--- src/rtl/instr_decode.sv ---
// -----------------------------------------------------------------------------
// instr_decode
//
// Instruction-register and decode stage of the multicycle MIPS CPU.
//
// Behaviour:
//   - The IR is loaded from unified memory on an irWe edge.
//   - The same edge registers the 4-bit command code for the control FSM.
//   - The MDR samples memData on every edge.
//   - Register indices and extended immediates are sliced combinationally
//     from the IR.
//   - Illegal instructions are tracked with a sticky flag and a saturating
//     counter.
//
// Load strobe semantics:
//   irWe is a single-cycle load strobe with no back-pressure. When irWe=1 on
//   a rising edge, memData is captured and ir/cmd reflect it from the
//   following cycle. While irWe=0, ir and cmd hold.
//
// Ports:
//   clk      in   rising-edge clock
//   reset    in   synchronous active-high reset (priority over everything)
//   irWe     in   load IR and cmd from memData this edge
//   clrErr   in   clear errFlag/errCnt (priority over an illegal load)
//   memData  in   [WIDTH-1:0] memory read data
//   cmd      out  [3:0] registered command code
//   rs/rt/rd out  [4:0] register indices IR[25:21]/IR[20:16]/IR[15:11]
//   sxi      out  [WIDTH-1:0] sign-extended IR[15:0]
//   sxis     out  [WIDTH-1:0] sxi << 2
//   jaddr    out  [25:0] IR[25:0]
//   mdr      out  [WIDTH-1:0] memory data register
//   illegal  out  cmd is the illegal code
//   errFlag  out  sticky illegal-load flag
//   errCnt   out  [CNT_W-1:0] saturating illegal-load count
// -----------------------------------------------------------------------------
module instr_decode #(
  parameter int WIDTH = 32,
  parameter int CNT_W = 8
) (
  input  logic             clk,
  input  logic             reset,
  input  logic             irWe,
  input  logic             clrErr,
  input  logic [WIDTH-1:0] memData,
  output logic [3:0]       cmd,
  output logic [4:0]       rs,
  output logic [4:0]       rt,
  output logic [4:0]       rd,
  output logic [WIDTH-1:0] sxi,
  output logic [WIDTH-1:0] sxis,
  output logic [25:0]      jaddr,
  output logic [WIDTH-1:0] mdr,
  output logic             illegal,
  output logic             errFlag,
  output logic [CNT_W-1:0] errCnt
);

  localparam logic [3:0] CMD_LW   = 4'd0;
  localparam logic [3:0] CMD_SW   = 4'd1;
  localparam logic [3:0] CMD_J    = 4'd2;
  localparam logic [3:0] CMD_JR   = 4'd3;
  localparam logic [3:0] CMD_JAL  = 4'd4;
  localparam logic [3:0] CMD_BEQ  = 4'd5;
  localparam logic [3:0] CMD_BNE  = 4'd6;
  localparam logic [3:0] CMD_XORI = 4'd7;
  localparam logic [3:0] CMD_ADDI = 4'd8;
  localparam logic [3:0] CMD_ADD  = 4'd9;
  localparam logic [3:0] CMD_SUB  = 4'd10;
  localparam logic [3:0] CMD_SLT  = 4'd11;
  localparam logic [3:0] CMD_ILL  = 4'd15;

  localparam logic [CNT_W-1:0] CNT_MAX = {CNT_W{1'b1}};
  localparam logic [CNT_W-1:0] CNT_ONE = {{(CNT_W-1){1'b0}}, 1'b1};

  // Only IR[25:0] is kept.
  // The opcode bits are consumed by decode at load time and feed no
  // field output.
  logic [25:0]      ir_q,       ir_d;
  logic [3:0]       cmd_q,      cmd_d;
  logic [WIDTH-1:0] mdr_q,      mdr_d;
  logic             err_flag_q, err_flag_d;
  logic [CNT_W-1:0] err_cnt_q,  err_cnt_d;
  logic [3:0]       dec_cmd;

  function automatic logic [3:0] decode(input logic [WIDTH-1:0] w);
    logic [3:0] c;
    c = CMD_ILL;
    case (w[31:26])
      6'h00: begin
        case (w[5:0])
          6'h08: c = CMD_JR;
          6'h20: c = CMD_ADD;
          6'h22: c = CMD_SUB;
          6'h2A: c = CMD_SLT;
          // The all-zero NOP is executed as ADD $0,$0,$0.
          // Any other funct-0 word is illegal.
          6'h00: c = (w == '0) ? CMD_ADD : CMD_ILL;
          default: c = CMD_ILL;
        endcase
      end
      6'h02:   c = CMD_J;
      6'h03:   c = CMD_JAL;
      6'h04:   c = CMD_BEQ;
      6'h05:   c = CMD_BNE;
      6'h08:   c = CMD_ADDI;
      6'h0E:   c = CMD_XORI;
      6'h23:   c = CMD_LW;
      6'h2B:   c = CMD_SW;
      default: c = CMD_ILL;
    endcase
    return c;
  endfunction

  always_comb begin
    dec_cmd    = decode(memData);
    ir_d       = ir_q;
    cmd_d      = cmd_q;
    mdr_d      = memData;
    err_flag_d = err_flag_q;
    err_cnt_d  = err_cnt_q;

    if (irWe) begin
      ir_d  = memData[25:0];
      cmd_d = dec_cmd;
    end

    // A clear wins over a simultaneous illegal load.
    // The IR/cmd load above still happens.
    if (clrErr) begin
      err_flag_d = 1'b0;
      err_cnt_d  = '0;
    end else if (irWe && (dec_cmd == CMD_ILL)) begin
      err_flag_d = 1'b1;
      if (err_cnt_q != CNT_MAX) begin
        err_cnt_d = err_cnt_q + CNT_ONE;
      end
    end
  end

  always_ff @(posedge clk) begin
    if (reset) begin
      ir_q       <= '0;
      cmd_q      <= CMD_ADD;  // decode of the all-zero reset IR
      mdr_q      <= '0;
      err_flag_q <= 1'b0;
      err_cnt_q  <= '0;
    end else begin
      ir_q       <= ir_d;
      cmd_q      <= cmd_d;
      mdr_q      <= mdr_d;
      err_flag_q <= err_flag_d;
      err_cnt_q  <= err_cnt_d;
    end
  end

  assign cmd     = cmd_q;
  assign rs      = ir_q[25:21];
  assign rt      = ir_q[20:16];
  assign rd      = ir_q[15:11];
  assign sxi     = {{(WIDTH-16){ir_q[15]}}, ir_q[15:0]};
  assign sxis    = {sxi[WIDTH-3:0], 2'b00};
  assign jaddr   = ir_q[25:0];
  assign mdr     = mdr_q;
  assign illegal = (cmd_q == CMD_ILL);
  assign errFlag = err_flag_q;
  assign errCnt  = err_cnt_q;

endmodule

--- config.mk ---
export PLATFORM = sky130hd
export DESIGN_NAME = instr_decode
export DESIGN_NICKNAME = d
export VERILOG_FILES = /design/src/rtl/instr_decode.sv
export SDC_FILE = /design/constraint.sdc
export NUM_CORES = 1
export LEC_CHECK = 0
export ABC_AREA = 1
export CAP_MARGIN = 20
export CORE_MARGIN = 3
export CORE_UTILIZATION = 35
export CTS_CLUSTER_DIAMETER = 120
export DETAILED_ROUTE_END_ITERATION = 12
export GPL_TIMING_DRIVEN = 0
export PLACE_DENSITY_LB_ADDON = 0.08
export SYNTH_ARGS = -nofsm -noshare
export SYNTH_HDL_FRONTEND = slang
export SYNTH_SLANG_ARGS = --single-unit
--- constraint.sdc ---
create_clock -name clk -period 1.6 [get_ports clk]
set_clock_uncertainty 0.15 [all_clocks]
set_input_delay 0.32 -clock clk [delete_from_list [all_inputs] [get_ports clk]]
set_output_delay 0.32 -clock clk [all_outputs]
set_load 0.01 [all_outputs]
After elaboration in Yosys (flattened, before gate mapping)
Cells that the tools add are included.
{"block": "word_totals", "ff_bits": 71, "inputBits": 36, "out_inout_bits": 151, "elab_cells": 30}
{"block": "op_classes", "add_sub_neg": 1, "n_eq_ne": 15, "muxes": 3, "reduce_logical": 6}
{"cell": "$pmux W4 S9", "count": 1}
{"cell": "$logic_not A32 Y1", "count": 1}
{"cell": "$eq A6 B6 Y1 const B", "count": 5}
{"cell": "$pmux W4 S5", "count": 1}
{"cell": "$eq A6 B4 Y1 const B", "count": 3}
{"cell": "$eq A6 B2 Y1 const B", "count": 2}
{"cell": "$eq A6 B3 Y1 const B", "count": 2}
{"cell": "$logic_not A6 Y1", "count": 2}
{"cell": "$add A8 B1 Y8 const B", "count": 1}
{"cell": "$eq A4 B4 Y1 const B", "count": 2}
{"cell": "$ne A8 B8 Y1 const B", "count": 1}
{"cell": "$mux W3", "count": 1}
{"cell": "$reduce_and A2 Y1", "count": 1}
{"cell": "$reduce_or A2 Y1", "count": 1}
{"cell": "$logic_and A1 B1 Y1", "count": 1}

Logic depth before layout (Yosys ltp)
{"block": "logic_depth", "ltp_word": 7, "ltp_mapped": 14, "ltp_nobuf": 14}

Worst setup path after synthesis
Ideal clock, no wire load.
{"block": "synth_timing", "path_kind": "reg2reg", "startpoint": "register err_cnt_q[1], in the netlist errCnt[1]", "endpoint": "register err_cnt_q[0], in the netlist errCnt[0]", "arrival_time_ns": 1.427, "slack_ns": -0.090, "path_stages_with_launch": 11, "n_path_buf": 0, "period_less_slack_ns": 1.690, "path_cell_list": "dfxtp_1 -> ha_1 -> nand2_1 -> inv_1 -> nand4_1 -> nor3_1 -> inv_1 -> nand4_4 -> nand2_1 -> nand2_1 -> nor2_1"}
{"block": "synth_via", "elab_chain_len": 2}
{"item": "start: declaration", "line_no": "82", "source": "logic [CNT_W-1:0] err_cnt_q, err_cnt_d;"}
{"item": "start signal: assignment", "line_no": "152", "source": "err_cnt_q <= err_cnt_d;"}
{"item": "$ne A8 B8 Y1", "line_no": "134", "source": "if (err_cnt_q != CNT_MAX) begin"}
{"item": "$reduce_and A2 Y1 (no source line)"}
No other way between the ends.
A chain may end at the register's enable or synchronous reset.

Worst setup path after layout
{"block": "layout_timing", "startpoint": "register ir_q[15], in the netlist jaddr[15]", "endpoint": "output sxis[17]"}
{"item": "start: declaration", "line_no": "78", "source": "logic [25:0] ir_q, ir_d;"}
{"item": "start signal: assignment", "line_no": "148", "source": "ir_q <= ir_d;"}
{"item": "end: declaration", "line_no": "50", "source": "output logic [WIDTH-1:0] sxis,"}
No word-level cell between the ends.

==> summary.md <==
| Metric | Value |
|---|---|
| Cells after DPL | 733 |
| Internal cell power | 3.695 mW |
| Switch share | 25.36% |
| Mux cell area share after synthesis | 0% |
| PwrDens | 828.5 nW/um^2 |
| Final Cycle Share | 106.9% |
| Xor and xnor area share after synthesis | less than 1% |
| CP dominant cell by count | buf_12 |
| Routed len/inst | 14.40 microns |
| Failing checks | setup timing |
| Setup_tns | -1.739 ns |
| Final #Nets | roughly 700 |
| Die Y | 103.2 microns |
| Latest clock arrival within the worst-skew pair | roughly 0.34 ns |
| Num Clock Sinks | 71 |
| Area Overhead vs Synth | 80.57% |
| Post-synthesis register bit count | 71 |
| Top_reg_cell synth | dfxtp_1 |
| Critical Path Max Stage Delay | 0.39 ns |
| Grt met2 use | 36.01% |
| Clk Tree Root Cell | clkbuf_8 |
| Met3 Track Usage GR | 5.500% |
| Worst VDD drop | between 0.4 and 0.5 mV |
| Cells after synthesis | ~440 |
| Drt first-iter violations | 69 |
| Fin Hold WS | between 0.05 and 0.06 ns |
| Yosys top cell area share | 42.95% |
| Most frequent cell after synthesis | buf_4 |
| Max-slew violation count | 0 |
| DP Area | around 5300 sq um |
| Boundary Pins | 187 |
| Dominant cells by area after synthesis | dfxtp_1, buf_4, nor2_1, inv_1, nand2_1 |
| Port-buffer cells | 183 |
| Layout cell share with drive strength beyond 1 | 38.24% |
| Critical path required time | 1.13 ns |
| CP endpoint kind | output pin |
| RSZ-0062 raised after global routing | true |
| Post-synthesis compound-gate area fraction | ~11% |
| Adder-cell share of the synthesized area | less than 1% |
| Endpoints failing setup | 20 |
| Vias in the first global route | 3339 |
| Fillcell total | 766 |
| Core Util, Final | 66.89% |
| Final worst setup slack | -0.1112 ns |
| Ys async rst share | 0% |
| Total power | between 4 and 5 mW |
| Worst path slowest cell | dfxtp_4 |
| Comb power frac | a little under a quarter |
| Width of the chip | a little over 100 microns |
| Avg Inst Size Synth | between 7 and 8 sq um |
| Design Area, Final | roughly 6000 sq um |
| Leakage Power | between 3 and 4 nW |
| First-pass GRT wire length | about 17 mm |
| Post-synth EDFFs | 0 |
| Pin count of the biggest net entering global routing | 13 |
| Cts bufs inserted | 9 |
| Vias | 3485 |
| Vias per inst | 4.468 |
| Crit path time final | between 1.5 and 2 ns |
| Final std cells w/o fill | 780 |
| Area leader, netlist | dfxtp_1 |
| Register area share after synthesis | a little over two fifths |
| Post-DP HPWL | approximately 8.0 mm |
| Layer with the highest usage | met2 |
| Critical Path AT | roughly 1.2 ns |
| Crit path cell chain | buf_12, buf_12, buf_4, buf_6 |
| # Max-Cap Violations | 0 |
| GRT overflow | 0 |
| Grt met1 use | 22.90% |
| Post-Place Worst Slack | -0.8154 ns |
| Final RePlAce weighted congestion | 0.7936 |
| Simple-gate area share of the yosys netlist | about a fifth |
| Placeable Area | between 8000 and 9000 sq um |
| Most frequent cells after synthesis | buf_4, nor2_1, dfxtp_1 |
| Final wirelength | 11.23 mm |
| H-tree level count | 3 |
| Largest family of logic cells by synthesized area | buffers and inverters |
| Crit Path Category | reg -> out |
| Die area | 10660 sq um |
| Synth cell types | 28 |
| Clock slew at reported path FFs | 0.07 ns |
| Critical-path maximum fanout | 9 |
| Initial Utilization | between 30% and 40% |
| DRC errors left | 0 |
| Synth warnings | 0 |
| Clock buffer depth | 2 |
| Clk pwr share | between 30% and 40% |
| Min-delay worst type | in -> reg |
| FMAX | slightly below 600 MHz |
| P_sw | 1.255 mW |
| Status | complete, but fails checks |
| Post-Syn Area | 3309 sq um |
| All-Layer GR Usage | between 10% and 20% |
| CTS tree | done |
| Share of power burned in registers | between 30 and 40% |
| Hold Vio Cnt, Final | 0 |
| Initial antenna violation count | 0 |
| Drt pass-1 iters | 4 |
| FP Rows | 34 |
| # diodes | 0 |
| Startpoint types | flip-flop |
| Post-route ant nets | 0 |
==> flip-flops by register name, indices dropped and copies added (netlist names) <==
signal	flops
errCnt	8
jaddr	26
cmd	4
mdr	32
errFlag	1
==> logic make-up after synthesis <==
logic type | after synthesis
AND/OR/NAND/NOR | 153
buffers and inverters | 146
flip-flops | 71
AO/OA/AOI/OAI | 68
XOR/XNOR | 1
adder cells (fa/ha/maj) | 1
other | 1
==> worst max-delay path, delay by kind of cell, from the launching register on <==
| family | cells | cell delay, ns |
|---|---|---|
| DFF | 1 | 0.39 |
| buffers and inverters | 4 | 0.51 |
==> power by group through the flow <==
stage	sequential [mW]	combinational [mW]	clock (mW)
global placement	1.99	1.13	0
global route	1.96	1.26	1.96
CTS	1.95	1.07	1.88
floorplan	2.03	0.465	0
detailed placement	2.00	1.15	0
finish	1.95	1.16	1.84
==> layout by cell type, fill, tap and decap left out, types with 5 or more instances in the layout <==
cell type / n
nor2_4: 5
o21ai_0: 28
inv_1: 51
dfxtp_4: 6
clkdlybuf4s15_1: 21
dfxtp_1: 41
nand2_1: 38
dlygate4sd2_1: 109
nor2_1: 64
buf_2: 7
nand2_2: 9
buf_4: 86
clkbuf_1: 5
clkbuf_8: 9
a21oi_1: 30
dfxtp_2: 24
nand4_1: 7
nor2_2: 11
clkbuf_2: 14
buf_6: 56
==> final timing paths <==
path         slack (ns)       start  depth (start not counted)   endpoint
max               -0.11   jaddr[15]                          4   sxis[17]
min                0.06  memData[8]                          3     mdr[8]
max reg2reg       -0.08   errCnt[0]                         11  errCnt[3]
min reg2reg        0.32     errFlag                          2    errFlag
==> metal layers <==
metal	share of wire [%]	vias up
met5	0	-
met4	1.2	0
met3	7.8	13
met2	52	143
met1	39	1579
li1	-	1750
==> cell type report <==
class	count	area (sq um)	area share, %
clock buffer	9	123.9	2.073
tap	108	135.1	2.261
clock inverter	6	133.9	2.240
buffer	91	713.2	11.93
sequential	71	1474	24.66
multi-input combinational	225	1204	20.14
timing repair buffer	216	1987	33.25
inverter	54	205.2	3.434
==> repair_timing <==
| item | 4_1_cts | 5_1_grt |
|---|---|---|
| gates cloned | 2 | 1 |
| hold endpoints to repair | 0 | 0 |
| hold buffers | 0 | 0 |
| pin swaps | 34 | 37 |
| gates resized for setup | 379 | 117 |
| setup endpoints to repair | 192 | 65 |
| setup buffers | 24 | 8 |
Power figures use the tool's default switching activity.
